===== config.mk =====
export PLATFORM = sky130hd
export DESIGN_NAME = vram_engine
export DESIGN_NICKNAME = d
export VERILOG_FILES = /design/src/rtl/vram_engine.sv
export SDC_FILE = /design/constraint.sdc
export NUM_CORES = 1
export LEC_CHECK = 0
export ABC_AREA = 0
export CORE_ASPECT_RATIO = 1.75
export CORE_UTILIZATION = 40
export DETAILED_ROUTE_END_ITERATION = 16
export HOLD_SLACK_MARGIN = 0.1
export PLACE_DENSITY = 0.78
export SYNTH_ARGS = -nofsm -noshare
export SYNTH_HDL_FRONTEND = slang
export SYNTH_SLANG_ARGS = --single-unit

===== constraint.sdc =====
create_clock -name clk -period 1.95 [get_ports clk]
set_input_delay 0.39 -clock clk [delete_from_list [all_inputs] [get_ports clk]]
set_output_delay 0.39 -clock clk [all_outputs]
set_load 0.02 [all_outputs]

===== src/rtl/vram_engine.sv =====
// VRAM arbiter and block engine for a 40x25 text+color screen: the CPU port has fixed priority,
// the engine performs FILL and (with VRAM_ENGINE_SCROLL_EN defined) one-row SCROLL.
module vram_engine (
  input  logic        clk,
  input  logic        reset,
  input  logic [10:0] cpu_addr,
  input  logic [7:0]  cpu_wrdata,
  input  logic        cpu_wren,
  input  logic        cpu_rden,
  output logic [7:0]  cpu_rddata,
  input  logic        cmd,
  input  logic        cmd_valid,
  output logic        cmd_ready,
  input  logic [7:0]  fill_text,
  input  logic [7:0]  fill_color,
  output logic        busy,
  output logic        done,
  output logic [10:0] vram_addr,
  output logic [7:0]  vram_wrdata,
  output logic        vram_wren,
  input  logic [7:0]  vram_rddata
);

  localparam logic [9:0] LAST_CELL = 10'd999;
`ifdef VRAM_ENGINE_SCROLL_EN
  localparam logic [9:0] LAST_SRC  = 10'd959;
  localparam logic [9:0] ROW_W     = 10'd40;
`endif

  typedef enum logic [2:0] {
    IDLE   = 3'd0,
    FILL   = 3'd1
`ifdef VRAM_ENGINE_SCROLL_EN
    ,
    SC_RD  = 3'd2,
    SC_WR  = 3'd3,
    SC_ROW = 3'd4
`endif
  } state_e;

  state_e     state_q, state_d;
  logic [9:0] cnt_q, cnt_d;
  logic       plane_q, plane_d;
  logic [7:0] fill_text_q, fill_text_d;
  logic [7:0] fill_color_q, fill_color_d;
  logic       done_q, done_d;
`ifdef VRAM_ENGINE_SCROLL_EN
  logic [7:0] copy_q, copy_d;
  logic       rd_pend_q, rd_pend_d;
`endif

  logic        grant;
  logic        cmd_ok;
  logic [7:0]  fill_byte;
  logic        eng_act;
  logic        eng_wren;
  logic [10:0] eng_addr;
  logic [7:0]  eng_data;

  assign grant      = ~(cpu_wren | cpu_rden);
  assign fill_byte  = plane_q ? fill_color_q : fill_text_q;
  assign busy       = (state_q != IDLE);
  assign cmd_ready  = ~busy;
  assign done       = done_q;
  assign cpu_rddata = vram_rddata;
`ifdef VRAM_ENGINE_SCROLL_EN
  assign cmd_ok = 1'b1;
`else
  assign cmd_ok = ~cmd;
`endif

  always_comb begin
    state_d      = state_q;
    cnt_d        = cnt_q;
    plane_d      = plane_q;
    fill_text_d  = fill_text_q;
    fill_color_d = fill_color_q;
    done_d       = 1'b0;
    eng_act      = 1'b0;
    eng_wren     = 1'b0;
    eng_addr     = '0;
    eng_data     = '0;
`ifdef VRAM_ENGINE_SCROLL_EN
    rd_pend_d    = 1'b0;
    // Read data lands the cycle after a granted SC_RD whether or not SC_WR is granted,
    // so capture it unconditionally and let the write use the captured value.
    copy_d       = rd_pend_q ? vram_rddata : copy_q;
`endif
    unique case (state_q)
      IDLE: begin
        if (cmd_valid && cmd_ok) begin
          fill_text_d  = fill_text;
          fill_color_d = fill_color;
          cnt_d        = '0;
          plane_d      = 1'b0;
`ifdef VRAM_ENGINE_SCROLL_EN
          state_d      = cmd ? SC_RD : FILL;
`else
          state_d      = FILL;
`endif
        end
      end
      FILL: begin
        eng_act  = 1'b1;
        eng_wren = 1'b1;
        eng_addr = {plane_q, cnt_q};
        eng_data = fill_byte;
        if (grant) begin
          if (cnt_q == LAST_CELL) begin
            cnt_d   = '0;
            plane_d = 1'b1;
            if (plane_q) begin
              plane_d = 1'b0;
              done_d  = 1'b1;
              state_d = IDLE;
            end
          end else begin
            cnt_d = cnt_q + 10'd1;
          end
        end
      end
`ifdef VRAM_ENGINE_SCROLL_EN
      SC_RD: begin
        eng_act  = 1'b1;
        eng_addr = {plane_q, cnt_q + ROW_W};
        if (grant) begin
          rd_pend_d = 1'b1;
          state_d   = SC_WR;
        end
      end
      SC_WR: begin
        eng_act  = 1'b1;
        eng_wren = 1'b1;
        eng_addr = {plane_q, cnt_q};
        eng_data = copy_d;
        if (grant) begin
          cnt_d   = cnt_q + 10'd1;
          state_d = (cnt_q == LAST_SRC) ? SC_ROW : SC_RD;
        end
      end
      SC_ROW: begin
        eng_act  = 1'b1;
        eng_wren = 1'b1;
        eng_addr = {plane_q, cnt_q};
        eng_data = fill_byte;
        if (grant) begin
          if (cnt_q == LAST_CELL) begin
            cnt_d   = '0;
            plane_d = 1'b1;
            state_d = SC_RD;
            if (plane_q) begin
              plane_d = 1'b0;
              done_d  = 1'b1;
              state_d = IDLE;
            end
          end else begin
            cnt_d = cnt_q + 10'd1;
          end
        end
      end
`endif
      default: state_d = IDLE;
    endcase
  end

  always_comb begin
    vram_addr   = '0;
    vram_wrdata = '0;
    vram_wren   = 1'b0;
    if (!grant) begin
      vram_addr   = cpu_addr;
      vram_wrdata = cpu_wrdata;
      vram_wren   = cpu_wren;
    end else if (eng_act) begin
      vram_addr   = eng_addr;
      vram_wrdata = eng_data;
      vram_wren   = eng_wren;
    end
  end

  always_ff @(posedge clk) begin
    if (reset) begin
      state_q      <= IDLE;
      cnt_q        <= '0;
      plane_q      <= 1'b0;
      fill_text_q  <= '0;
      fill_color_q <= '0;
      done_q       <= 1'b0;
`ifdef VRAM_ENGINE_SCROLL_EN
      copy_q       <= '0;
      rd_pend_q    <= 1'b0;
`endif
    end else begin
      state_q      <= state_d;
      cnt_q        <= cnt_d;
      plane_q      <= plane_d;
      fill_text_q  <= fill_text_d;
      fill_color_q <= fill_color_d;
      done_q       <= done_d;
`ifdef VRAM_ENGINE_SCROLL_EN
      copy_q       <= copy_d;
      rd_pend_q    <= rd_pend_d;
`endif
    end
  end

endmodule


==> impl_metrics.yaml, run 1 <==
drt:
  routed.top_layer: "met4"
  vias_per_cell: 5.42
  drt_pre_antenna_iters: 4
  routedLengthMet1_um: 1750
  drc_errors: 0
  wl_met3_um: 285
  totalWireLength_um: 4690
  wl_met2_um: 2470
  initialDrtViolationCount: 46
  ant_nets: 0
  wire_per_inst_um: 14.9
  vias: 1714
floorplanning:
  std_cell_rows: 30
  coreArea_um2: 3870
  initial_core_util_pct: 41.4
  pin_count: 80
  die_y_um: 85.7
  die_w_um: 49.8
  die-area_um2: 4270
clocking:
  cts_max_path_buffers: 2
  cts_max_level: 2
  clk_latency_ps: 280
  cts_setup_buffers: 0
  clock-sinks: 29
  cts_hold_buf: 0
  path_clk_slew_ps: 60
  cts_root_buffer: "clkbuf_8"
  cts_buffers: 5
  cts_tree: "yes"
grt:
  antenna_found_initial: 0
  grt_pass1_wl_um: 7670
  grt-ovfl-total: 0
  grt_max_degree: 24
  grt_pass1_vias: 1660
  grt_usage_pct: 23.6
layout:
  fill_cells: 346
  final_common_cell: "nand2_1"
  final_util_pct: 62.3
  final_layout_size_suffix_gt1_share_pct: 23.5
  final_cell_count_no_fill: 316
  nNetsFinal: 317
  syn_to_final_growth_pct: 50.5
  insertedDiodeCount: 0
  final_cell_mix: "nand2_1 (44), clkdlybuf4s50_1 (41), dfxtp_1 (28)"
sta:
  fin_ws_ps: 48.4
  worstMarginPinSlew_ps: 480
  slew_violations: 0
  rsz0062_at_grt: "no"
  finalSetupViolations: 0
  timing.fmax_mhz: 526
  finalCritPeriodShare_pct: 97.5
  hold_viol: 0
  fin_crit_ps: 1900
  fin_worst_skew_ps: 5.79
  maxSlewHeadroom_pct: 67.8
place:
  dp_hpwl_um: 3270
  dpl_worst_slack_ps: -681
  port_buffers: 63
  gp_congestion: 0.894
  dpl.cell_count: 305
power:
  ir_drop_mv: 0.518
  p_leak_nw: 0.944
  total_power_mw: 1.46
  powerDensity_nw_per_um2: 604
synth:
  ys_async_sr_fraction_pct: 0
  ys_seq_area_share_pct: 36.2
  syn-num-nets: 247
  syn_avg_cell_area_um2: 8.13
  ys_types: 40
  synth_top_flop_cell: "dfxtp_1"
  syn_area_um2: 1600
  ys_seq_elements: 29
  syn-instance-count: 197
  synth_edf_count: 0
  yosys_warnings: 0
job:
  maxCapViolCount: 0
setup_path:
  cp-startpoint: "cpu_wren"
  r2r_setup_slack_ps: 170
  worstSetupPathType: "primary input to output pin"
  reg2reg_to: "cnt_q[6]"
  end_kind: "output pin"
  path_max_fanout: 6
  reg2regPathDepth: 7
  r2r-start: "state_q[0]"
  required_ps: 1560
  crit_path_end: "vram_wren"
  crit_arrival_ps: 1510
  start_kind: "primary input"
outcome:
  status: "finished clean"
min_path:
  hp-class: "register to register"
what timing repair did:
item,CTS,global route
setup endpoints to repair,24,9
resized for setup,120,3
gates cloned,3,0
pin swaps,2,0
worst min path at each step:
stage	start	end	slack, ps	cells past startpoint
2_1_floorplan	fill_text_q[0]	fill_text_q[0]	440	2
3_3_place_gp	fill_text_q[0]	fill_text_q[0]	440	2
3_5_place_dp	fill_text_q[0]	fill_text_q[0]	450	2
4_1_cts	fill_text_q[4]	fill_text_q[4]	460	2
5_1_grt	fill_text_q[0]	fill_text_q[0]	470	2
6_report	fill_text_q[4]	fill_text_q[4]	450	2
layout make-up:
type                            instances  area (um2)  share of cell area (%)
Clock buffer                            7        96.3                    4.00
Clock inverter                          1        5.00                   0.208
Inverter                                3        11.3                   0.467
Multi-Input combinational cell        145         933                    38.7
Sequential cell                        29         582                    24.1
Tap cell                               48        60.1                    2.49
Timing Repair Buffer                   83         722                    30.0
power breakdown:
group          internal, mW  switching, mW  leakage [nW]
Clock                 0.318          0.221        0.0542
Sequential            0.611        0.00947         0.236
Combinational         0.157          0.139         0.654
per-stage QoR:
stage | cell area [um2] | hold WS (ps) | setup TNS [ps]
after floorplan | 1600 | 436 | -904
after global placement | 2320 | 441 | -14380
after detailed placement | 2320 | 448 | -14610
after CTS | 2400 | 456 | 0
after global routing | 2410 | 471 | 0
final | 2410 | 451 | 0
worst max-delay path: stages:
cell,delay (ps)
dlygate4sd2_1,250
or3b_4,430
buf_6,160
or2b_1,170
buf_6,120
metal layers:
layer	GRT usage, %	vias up
li1	-	830
met1	24.7	798
met2	41.8	66
met3	5.50	20
met4	14.0	0
met5	0	-
kinds of logic (layout without fill, tap and decap cells):
| group | count (synthesis) | after routing | share of synthesized area [%] |
|---|---|---|---|
| AND/OR/NAND/NOR | 76 | 78 | 23.6 |
| AO/OA/AOI/OAI | 54 | 54 | 23.5 |
| flip-flops | 29 | 29 | 36.3 |
| buffers and inverters | 25 | 94 | 8.52 |
| multiplexers | 10 | 10 | 6.25 |
| XOR/XNOR | 2 | 2 | 1.09 |
| adder cells (fa/ha/maj) | 1 | 1 | 0.781 |
registers in the layout (all words and copies together) (netlist names):
signal / count
fill_text_q: 8
done: 1
cnt_q: 10
fill_color_q: 8
state_q: 1
plane_q: 1
cells in the mapped netlist, types with 4 or more instances:
master    count  area share [%]
nand2_1      44              10
dfxtp_1      29              36
a21oi_1      23             7.2
a22o_1       13             7.1
mux2i_1      10             6.3
o21ai_0       9             2.8
buf_4         8             3.8
clkbuf_1      8             1.9
nand3_1       7             2.2
nor2_1        5             1.2
buf_2         4             1.3
Note: power is estimated with default switching activity, not from simulation.
==> inputs of run 2 (changes only) <==
--- a/config.mk
+++ b/config.mk
@@ -11,6 +11,8 @@
 export DETAILED_ROUTE_END_ITERATION = 16
 export HOLD_SLACK_MARGIN = 0.1
 export PLACE_DENSITY = 0.78
+export REMOVE_ABC_BUFFERS = 1
+export SETUP_SLACK_MARGIN = 0.4
 export SYNTH_ARGS = -nofsm -noshare
 export SYNTH_HDL_FRONTEND = slang
 export SYNTH_SLANG_ARGS = --single-unit
==> run 2 against run 1 <==
Hold slack gained 4.3 ps. Clock power shrank 8.0%. Routed wire length grew 10%. Final area grew 8.4%. Combinational power grew 17%. Via count grew 5.5%. Sequential share of layout area shrank 1.7 points. Non-clock buffer count grew 12. Count of clock-buffer cells in the layout is the same. Clock skew shrank 2.5 ps. Die area is the same.
==> impl_metrics.yaml, run 2 (synthesized netlist as in run 1, its figures left out) <==
outcome:
  status: "finished clean"
drt:
  drt_pre_antenna_iters: 4
  totalWireLength_um: 5170
  ant_nets: 0
  initialDrtViolationCount: 32
  drc_errors: 0
  vias: 1808
  vias_per_cell: 5.55
  wire_per_inst_um: 15.9
sta:
  timing.fmax_mhz: 553
  final.setup.tns_ps: 0
  finalSetupViolations: 0
  slew_violations: 0
  finalCritPeriodShare_pct: 92.7
  fin_crit_ps: 1810
  fin_worst_skew_ps: 3.27
  rsz0062_at_grt: "yes"
  hold_viol: 0
  maxSlewHeadroom_pct: 66.4
  worstMarginPinSlew_ps: 502
layout:
  final_cell_mix: "nand2_1 (44), clkdlybuf4s50_1 (38), dfxtp_1 (27)"
  largestRegisters: "cnt_q x10, fill_color_q x8, fill_text_q x8"
  nNetsFinal: 328
  regMostFlops: "cnt_q"
  final_common_cell: "nand2_1"
  largest_reg_flops: 10
  fill_cells: 304
  postLayoutCellArea_um2: 2610
  final_layout_size_suffix_gt1_share_pct: 28.4
  syn_to_final_growth_pct: 63.1
  final_cell_count_no_fill: 326
  insertedDiodeCount: 0
floorplanning:
  std_cell_rows: 30
  coreArea_um2: 3870
  pin_count: 80
  die_w_um: 49.8
  die-area_um2: 4270
  initial_core_util_pct: 41.4
  die_y_um: 85.7
setup_path:
  path_max_fanout: 5
  start_kind: "register"
  cp_top_family: "simple AND/OR/NAND/NOR gates"
  worstSetupPathType: "register to register"
  required_ps: 2180
  crit_path_max_incr_delay_ps: 420
  cpMostUsedCell: "buf_6"
  cp-startpoint: "state_q[0]"
  reg2reg_to: "cnt_q[8]"
  reg2regPathDepth: 7
  r2r_setup_slack_ps: 140
  cp_cell_sequence: "or3b_4, buf_6, buf_6, a311oi_4, buf_6, and3_1, a221o_1"
  crit_arrival_ps: 2030
  r2r-start: "state_q[0]"
  end_kind: "register"
  cp_num_buf_inv: 3
  cp_slowest_cell: "or3b_4"
job:
  maxCapViolCount: 0
power:
  p_leak_nw: 1.03
  seq_power_share_pct: 42.4
  total_power_mw: 1.46
  powerDensity_nw_per_um2: 560
  p_sw_share_pct: 26.1
  p_comb_share_pct: 23.6
  power.internal_mw: 1.08
  ir_drop_mv: 0.381
  switchingPower_mw: 0.381
  clockPowerShare_pct: 33.9
clocking:
  clock-sinks: 29
  cts_root_buffer: "clkbuf_8"
  clk_latency_ps: 280
  cts_buffers: 5
  cts_max_path_buffers: 2
  path_clk_slew_ps: 60
  cts_tree: "yes"
  cts_max_level: 2
  cts_hold_buf: 0
grt:
  grt_pass1_wl_um: 7960
  antenna_found_initial: 0
  grt_usage_pct: 24.5
  grt_max_degree: 21
  grt_pass1_vias: 1803
  grt-ovfl-total: 0
place:
  gp_congestion: 0.837
  port_buffers: 63
  placed_area_um2: 2340
  dpl.cell_count: 308
  dp_hpwl_um: 3230
min_path:
  hp-class: "register to register"
  holdPathEnd: "fill_color_q[4]"
  hold_start: "fill_color_q[4]"
  hold_depth: 2
-- run 2: metrics by stage --
step	setup slack [ps]	util, %	hold slack, ps
floorplan	-49.9	-	430
global placement	-665	60.6	442
detailed placement	-702	60.6	448
CTS	96.2	65.9	454
global route	92.6	67.6	479
finish	142	67.6	456
-- run 2: worst max-delay path by stage --
stage / cells past startpoint / slack, ps / endpoint
floorplan: 2 / -50 / vram_wrdata[0]
detailed placement: 4 / -700 / vram_wrdata[0]
global placement: 4 / -670 / vram_wrdata[0]
global route: 5 / 90 / vram_addr[6]
finish: 7 / 140 / cnt_q[8]
CTS: 5 / 100 / vram_addr[7]
-- run 2: routing by layer --
metal	share of wire [%]	GRT usage, %	vias to the layer above
met5	0	0	-
met4	3.4	11.9	0
met3	5.6	7.27	22
met2	55	47.4	74
met1	36	22.2	857
li1	-	-	855
-- run 2: power groups by stage --
stage	clock, mW	combinational, mW	sequential [mW]
after global routing	0.533	0.366	0.622
after detailed placement	0	0.304	0.632
after CTS	0.498	0.325	0.620
final	0.497	0.346	0.621
after global placement	0	0.300	0.632
after floorplan	0	0.116	0.633
-- run 2: tightest hold or removal path, delay by kind of cell (launching register included) --
family          cells  cell delay, ps
flops               1             310
compound gates      1              50
simple gates        1              50
-- run 2: what timing repair did --
item / CTS / global route
pin swaps: 19 / 5
setup endpoints to repair: 35 / 31
cloned: 3 / 0
buffers inserted: 4 / 4
resized for setup: 161 / 12
-- run 2: cell type report --
cell class                 instances  area, um2  area share (%)
multi-input combinational        144        950            36.4
timing repair buffer              95        920            35.2
sequential                        29        586            22.4
clock buffer                       7       86.3            3.30
tap                               48       60.1            2.30
inverter                           3       11.3           0.431
